### config.mk
export PLATFORM = sky130hd
export DESIGN_NAME = ahb_slave_mem
export DESIGN_NICKNAME = d
export VERILOG_FILES = /design/src/rtl/ahb_slave_mem_pkg.sv /design/src/rtl/ahb_slave_mem_bsel.sv /design/src/rtl/ahb_slave_mem.sv
export SDC_FILE = /design/constraint.sdc
export NUM_CORES = 1
export LEC_CHECK = 0
export ABC_AREA = 1
export BUFFER_PORTS_ARGS = -buffer_cell sky130_fd_sc_hd__clkbuf_2
export CAP_MARGIN = 20
export CORE_AREA = 2 2 112 114
export DETAILED_ROUTE_END_ITERATION = 10
export DIE_AREA = 0 0 114 116
export PLACE_DENSITY = 0.73
export SLEW_MARGIN = 10
export SYNTH_ARGS = -nofsm -noshare
export SYNTH_HDL_FRONTEND = slang
export SYNTH_SLANG_ARGS = --single-unit
### constraint.sdc
create_clock -name clk -period 1.8 [get_ports clk]
set_input_delay 0.27 -clock clk [delete_from_list [all_inputs] [get_ports clk]]
set_output_delay 0.27 -clock clk [all_outputs]
set_load 0.005 [all_outputs]
### src/rtl/ahb_slave_mem_pkg.sv
// Shared definitions for the AHB-Lite slave memory front-end.
//   - HTRANS / HRESP encodings
//   - FSM state and transfer-class enums
//   - bytes-per-beat log2 helper used for address matching and size checks
package ahb_slave_pkg;

    localparam logic [1:0] HtransIdle   = 2'b00;
    localparam logic [1:0] HtransBusy   = 2'b01;
    localparam logic [1:0] HtransNonseq = 2'b10;
    localparam logic [1:0] HtransSeq    = 2'b11;

    localparam logic HrespOkay  = 1'b0;
    localparam logic HrespError = 1'b1;

    typedef enum logic [2:0] {
        StIdle,
        StWait,
        StData,
        StErr1,
        StErr2,
        StTmo
    } state_e;

    typedef enum logic [1:0] {
        ClsNormal,
        ClsErr,
        ClsTmo
    } cls_e;

    // log2 of the number of bytes carried by one bus beat
    function automatic int unsigned bpb_log2(input int unsigned data_bits);
        return $clog2(data_bits / 8);
    endfunction

endpackage

### src/rtl/ahb_slave_mem_bsel.sv
// Byte-enable decode for the memory write port.
//   hsize   : registered transfer size (bytes = 2^hsize)
//   addr_lo : registered address bits below the beat boundary
//   en      : write strobe; bsel is zero when low
//   bsel    : one bit per byte lane of the data bus
module ahb_slave_mem_bsel
    import ahb_slave_pkg::*;
#(
    parameter int unsigned DATA_BITS = 32,
    localparam int unsigned Bytes    = DATA_BITS / 8,
    localparam int unsigned Lsb      = bpb_log2(DATA_BITS)
) (
    input  logic [2:0]       hsize,
    input  logic [Lsb-1:0]   addr_lo,
    input  logic             en,
    output logic [Bytes-1:0] bsel
);

    logic [31:0]      nbytes;
    logic [31:0]      offset;
    logic [Bytes-1:0] ones;

    always_comb begin
        nbytes = 32'd1 << hsize;
        // Unaligned addresses are rounded down to the transfer size.
        offset = 32'(addr_lo) & ~(nbytes - 32'd1);
        ones   = '0;
        for (int unsigned i = 0; i < Bytes; i++) begin
            ones[i] = (i < nbytes);
        end
        bsel = en ? (ones << offset) : '0;
    end

endmodule

### src/rtl/ahb_slave_mem.sv
// AHB-Lite slave front-end for a single-port synchronous memory.
//   clk, reset             : clock, asynchronous active-low reset
//   HADDR..HWDATA          : AHB-Lite address/data phase inputs
//   HRDATA, HREADY, HRESP  : AHB-Lite response
//   wait_cfg               : extra data-phase wait cycles, sampled at acceptance
//   err_en/err_addr        : beat address answered with a two-cycle ERROR
//   tmo_en/tmo_addr        : beat address stalled for as long as tmo_en is high
//   RD/ADDR_RD             : memory read strobe/address (combinational, address phase)
//   WR/ADDR_WR/BSEL/DIN    : memory write strobe/address/byte enables/data (data phase)
//   DOUT                   : memory read data, valid RD_LAT cycles after RD
module ahb_slave_mem
    import ahb_slave_pkg::*;
#(
    parameter int unsigned ADDR_BITS = 24,
    parameter int unsigned DATA_BITS = 32,
    parameter int unsigned WAIT_BITS = 4,
    parameter int unsigned RD_LAT    = 1
) (
    input  logic                   clk,
    input  logic                   reset,
    input  logic [ADDR_BITS-1:0]   HADDR,
    input  logic [1:0]             HTRANS,
    input  logic                   HWRITE,
    input  logic [2:0]             HSIZE,
    input  logic [DATA_BITS-1:0]   HWDATA,
    output logic [DATA_BITS-1:0]   HRDATA,
    output logic                   HREADY,
    output logic                   HRESP,
    input  logic [WAIT_BITS-1:0]   wait_cfg,
    input  logic                   err_en,
    input  logic [ADDR_BITS-1:0]   err_addr,
    input  logic                   tmo_en,
    input  logic [ADDR_BITS-1:0]   tmo_addr,
    output logic                   RD,
    output logic [ADDR_BITS-1:0]   ADDR_RD,
    output logic                   WR,
    output logic [ADDR_BITS-1:0]   ADDR_WR,
    output logic [DATA_BITS/8-1:0] BSEL,
    output logic [DATA_BITS-1:0]   DIN,
    input  logic [DATA_BITS-1:0]   DOUT
);

    localparam int unsigned          Lsb       = bpb_log2(DATA_BITS);
    localparam logic [2:0]           MaxSize   = 3'(Lsb);
    localparam logic [WAIT_BITS-1:0] RdMinWait = WAIT_BITS'(RD_LAT - 1);
    localparam logic [WAIT_BITS-1:0] CntOne    = WAIT_BITS'(1);

    state_e                 state_q, state_d, first_state;
    cls_e                   cls_q, cls_in;
    logic [ADDR_BITS-1:0]   addr_q;
    logic                   write_q;
    logic [2:0]             size_q;
    logic [WAIT_BITS-1:0]   cnt_q, cnt_d, wait_n;
    logic                   hready_q, hresp_q;
    logic [RD_LAT-1:0]      rd_sr_q;
    logic                   dout_valid;
    logic [DATA_BITS-1:0]   hold_q;
    logic                   accept;
    logic                   tmo_match, err_match;
    logic                   data_read;
    logic                   unused_addr_lo;

    assign unused_addr_lo = ^{err_addr[Lsb-1:0], tmo_addr[Lsb-1:0]};

    assign accept    = hready_q & ((HTRANS == HtransNonseq) | (HTRANS == HtransSeq));
    assign tmo_match = (HADDR[ADDR_BITS-1:Lsb] == tmo_addr[ADDR_BITS-1:Lsb]);
    assign err_match = (HADDR[ADDR_BITS-1:Lsb] == err_addr[ADDR_BITS-1:Lsb]);

    always_comb begin
        cls_in = ClsNormal;
        if (tmo_en && tmo_match) begin
            cls_in = ClsTmo;
        end else if ((err_en && err_match) || (HSIZE > MaxSize)) begin
            cls_in = ClsErr;
        end
    end

    // Reads never complete before the memory can deliver data.
    always_comb begin
        wait_n = wait_cfg;
        if (!HWRITE && (wait_cfg < RdMinWait)) begin
            wait_n = RdMinWait;
        end
    end

    always_comb begin
        case (cls_in)
            ClsTmo:  first_state = StTmo;
            ClsErr:  first_state = StErr1;
            default: first_state = (wait_n == '0) ? StData : StWait;
        endcase
    end

    always_comb begin
        state_d = state_q;
        cnt_d   = cnt_q;
        case (state_q)
            StIdle, StData, StErr2: state_d = accept ? first_state : StIdle;
            StWait: begin
                cnt_d = cnt_q - CntOne;
                if (cnt_q <= CntOne) begin
                    state_d = StData;
                end
            end
            StErr1: state_d = StErr2;
            StTmo: begin
                if (!tmo_en) begin
                    state_d = StData;
                end
            end
            default: state_d = StIdle;
        endcase
        if (accept) begin
            cnt_d = wait_n;
        end
    end

    // Handshake outputs are registered from the next state.
    always_ff @(posedge clk or negedge reset) begin
        if (!reset) begin
            state_q  <= StIdle;
            cnt_q    <= '0;
            hready_q <= 1'b1;
            hresp_q  <= HrespOkay;
        end else begin
            state_q  <= state_d;
            cnt_q    <= cnt_d;
            hready_q <= (state_d == StIdle) || (state_d == StData) || (state_d == StErr2);
            hresp_q  <= ((state_d == StErr1) || (state_d == StErr2)) ? HrespError : HrespOkay;
        end
    end

    always_ff @(posedge clk or negedge reset) begin
        if (!reset) begin
            addr_q  <= '0;
            write_q <= 1'b0;
            size_q  <= '0;
            cls_q   <= ClsNormal;
        end else if (accept) begin
            addr_q  <= HADDR;
            write_q <= HWRITE;
            size_q  <= HSIZE;
            cls_q   <= cls_in;
        end
    end

    // Tracks which cycle DOUT answers an earlier RD.
    if (RD_LAT == 1) begin : g_lat1
        always_ff @(posedge clk or negedge reset) begin
            if (!reset) begin
                rd_sr_q <= '0;
            end else begin
                rd_sr_q <= RD;
            end
        end
    end else begin : g_latn
        always_ff @(posedge clk or negedge reset) begin
            if (!reset) begin
                rd_sr_q <= '0;
            end else begin
                rd_sr_q <= {rd_sr_q[RD_LAT-2:0], RD};
            end
        end
    end

    assign dout_valid = rd_sr_q[RD_LAT-1];

    always_ff @(posedge clk or negedge reset) begin
        if (!reset) begin
            hold_q <= '0;
        end else if (dout_valid) begin
            hold_q <= DOUT;
        end
    end

    assign RD      = reset & accept & (cls_in == ClsNormal) & ~HWRITE;
    assign ADDR_RD = RD ? HADDR : '0;

    assign data_read = (state_q == StData) && (cls_q == ClsNormal) && !write_q;
    assign HRDATA    = data_read ? (dout_valid ? DOUT : hold_q) : '0;

    assign WR      = reset & (state_q == StData) & (cls_q == ClsNormal) & write_q;
    assign ADDR_WR = WR ? addr_q : '0;
    assign DIN     = HWDATA;

    assign HREADY = hready_q;
    assign HRESP  = hresp_q;

    ahb_slave_mem_bsel #(
        .DATA_BITS(DATA_BITS)
    ) u_bsel (
        .hsize  (size_q),
        .addr_lo(addr_q[Lsb-1:0]),
        .en     (WR),
        .bsel   (BSEL)
    );

endmodule

==> metrics.md <==
| Metric | Value |
|---|---|
| Launch point of the worst reg-to-reg path | HREADY |
| Initial Utilization | 39.51% |
| Core region area | 0.01191 mm^2 |
| Final-layout fill cell count | 1077 |
| Last element of the critical path | BSEL[1] |
| Fraction of layout instances using a drive strength above 1 | 43.51% |
| Via Count | 4984 |
| Summed instance area of the synthesized netlist | 0.004706 mm^2 |
| X dimension of the die | 114 um |
| Setup slack on the worst flop-to-flop path | 180 ps |
| Clk pin slew, worst setup/hold paths | 60 ps |
| Number of optimization iterations in the first detailed-route pass | 6 |
| Critical path data required time | 1530 ps |
| ANT nets after route | 0 |
| Post-synthesis async set-or-reset flop share | 100.0% |
| Number of synthesized flops with an enable pin | 0 |
| Critical Path Fanout Max | 3 |
| Clk Latency, worst-skew pair | 330 ps |
| Reg-to-reg critical path endpoint | HRESP |
| DRC marker count from the first detailed-route iteration | 211 |
| Total number of yosys warnings | 0 |
| All-layer global routing usage | 20.20% |
| Hold Fails Final Rpt | 0 |
| Pwr Density | 1107 mW/mm^2 |
| Min Clock Period, post-route | 2161 ps |
| Vias per cell | 4.556 |
| Pin count of the biggest net entering global routing | 73 |
| Nature of the critical path startpoint | flip-flop |
| Leading cell types in the layout, fill and taps excluded | 181 x nand2_1, 149 x clkbuf_2, 133 x inv_1 |
| Num Clock Sinks | 72 |
| Total Die Area | 0.01322 mm^2 |
| H-tree lvl count | 3 |
| TritonCTS clock tree | built |
| Clock Path Buffers | 2 |
| Detailed-route DRC error count | 0 |
| Pre-CTS WS | -118.2 ps |
| Worst Clk Skew | 4.903 ps |
| Drt total wl | 14050 um |
| FF-to-FF path depth | 10 |
| Mapped Avg Cell Area | 6.591 um^2 |
| Root Buffer Master | clkbuf_16 |
| Violations in the final reports | setup timing |
| Number of buffers inserted during clock tree synthesis | 9 |
| Origin of the worst setup path | size_q[2] |
| Count of mapped cells out of synthesis | 714 |
| WL/cell | 12.85 um |
| Final cell count without fillers | 1094 |
| Number of buffers added to fix hold violations after cts | 0 |
| Number of distinct library cells after synthesis | 36 |
| Number of rows created at floorplan | 40 |
| Die height | 116 um |
| Total global routing overflow | 0 |
| Relative slew slack | 37.52% |
| First-pass GRT wire length | 20980 um |
| FF/Latch Area | 0.001803 mm^2 |
| # IOs | 270 |
| Slew at the pin closest to its max-slew limit | 937.2 ps |
| Data arrival at the endpoint of the critical path | 1890 ps |
| Multi-input gate area | 0.002469 mm^2 |
| Total number of nets in the final design | 1097 |
| Synthesized netlist net count | 869 |
| Largest area contributor in the netlist | dfrtp_1 |
| Total half-perimeter wirelength after legalization and detailed placement | 9767 um |
| Number of antenna violations at the first check in global routing | 0 |
| Critical path class | reg2out |
| Smallest setup slack after layout | -360.8 ps |
| Total instance count after detailed placement | 1061 |
| Share of the synthesized area in the top cell type | 37.76% |
| Count of pins over their slew limit | 0 |
| Cells taking the most area after synthesis | dfrtp_1 38%, nand2_1 15%, inv_1 11%, nor2_1 8.3%, o21ai_0 7.2% |
| Number of violations of the max-capacitance limit | 0 |
| Layout overhead on the synthesized area | 51.90% |
| Most used DFF post-synth | dfrtp_1 |
| Setup Viol. Count Final | 85 |
| Max Freq | 0.4628 GHz |
| Run status | finished, violations left |
| Post-route fraction of the period consumed by the critical path | 120.0% |
| Lkg Pwr | 4.013 nW |
| Number of antenna diodes | 0 |
| Via count of the first global-routing pass | 4580 |
| Total of flip-flops plus latches after synthesis | 72 |
| CP endpoint kind | output port |
| Min-Delay Path Class | in2reg |
| Total of buffers placed on input and output ports | 200 |
| Worst IR Drop VDD | 414.6 uV |
| Seq/Total Area, Yosys | 38.31% |
| Last weighted congestion value of the routability-driven placer | 0.9158 |
| Instance area after placement | 0.005991 mm^2 |
| Cell area after layout | 0.007148 mm^2 |
| Most common cell after layout, fill and taps aside | nand2_1 |
| Setup repair after global routing missed its margin | true |
## worst min path at each step
stage,from,endpoint,slack [ps],depth (start not counted)
floorplan,reset,HRESP,-30,0
global placement,addr_q[22],addr_q[22],470,2
detailed placement,addr_q[0],addr_q[0],470,2
CTS,HSIZE[2],size_q[2],160,3
global route,HSIZE[0],size_q[0],180,3
finish,HSIZE[2],size_q[2],170,3
## registers in the layout, summed over array words and instances, names as in the netlist
signal      flops
hold_q         32
addr_q         24
cnt_q           4
size_q          3
state_q         3
cls_q           2
HREADY          1
HRESP           1
dout_valid      1
write_q         1
## per-stage QoR
step / TNS, ps / util, % / hold WS (ps) / total power, mW
finish: -12230 / 60.01 / 167.3 / 7.913
global route: -19480 / 60.01 / 178.5 / 8.527
CTS: -14030 / 55.72 / 158.7 / 7.509
detailed placement: -2356 / 50.29 / 473.1 / 5.018
global placement: -2360 / 50.29 / 465.5 / 4.909
floorplan: 0 / - / -25.59 / 4.166
## routing by layer
| metal | wire (um) | vias to the layer above | track usage (%) |
|---|---|---|---|
| met1 | 5516 | 2210 | 23.18 |
| met4 | 484 | 0 | 10.33 |
| met3 | 976 | 34 | 4.812 |
| li1 | - | 2536 | - |
| met2 | 7076 | 204 | 35.24 |
| met5 | 0 | - | 0 |
## kinds of logic (layout without fill, tap and decap cells)
family	after synthesis	after routing	share of synthesized area, %
AOI/OAI and AO/OA	87	87	9.758
and+or+nand+nor	331	331	29.19
DFF	72	72	38.31
buffers and inverters	212	445	20.10
xor gates and xnor gates	7	7	1.303
adders and majority gates	5	5	1.329
## cells in the mapped netlist (4+ instances only)
| master | n |
|---|---|
| nand2_1 | 188 |
| inv_1 | 140 |
| nor2_1 | 104 |
| dfrtp_1 | 71 |
| o21ai_0 | 68 |
| buf_4 | 32 |
| nor2_2 | 20 |
| inv_2 | 19 |
| clkbuf_1 | 16 |
| a21oi_1 | 6 |
| xor2_1 | 6 |
| ha_1 | 5 |
| nand3_1 | 4 |
| o21ai_1 | 4 |
## report_power, final
group / internal [mW] / switching [mW]
logic: 1.25 / 1.84
clock network: 1.43 / 0.665
registers: 2.39 / 0.337
## layout make-up
| class | count | share of cell area [%] |
|---|---|---|
| Clock buffer | 11 | 3.536 |
| Clock inverter | 5 | 1.435 |
| Inverter | 160 | 8.507 |
| Multi-Input combinational cell | 430 | 34.54 |
| Sequential cell | 72 | 25.22 |
| Tap cell | 147 | 2.573 |
| Timing Repair Buffer | 269 | 24.19 |
## critical path, stage by stage (launching register included)
cell and delay [ps]:
dfrtp_1 390, nor2_2 150, inv_2 90, nor2_4 100
buf_4 130, ha_4 130, nor2_4 40, buf_6 100
a211oi_4 200, nor2_1 100, clkbuf_2 130
## repair_timing
item,in CTS,in global routing
pin swaps,10,15
setup endpoints to repair,86,87
buffers inserted,6,9
cloned,1,5
gates resized for setup,55,166
No activity file was read; power rests on OpenSTA's default activity.
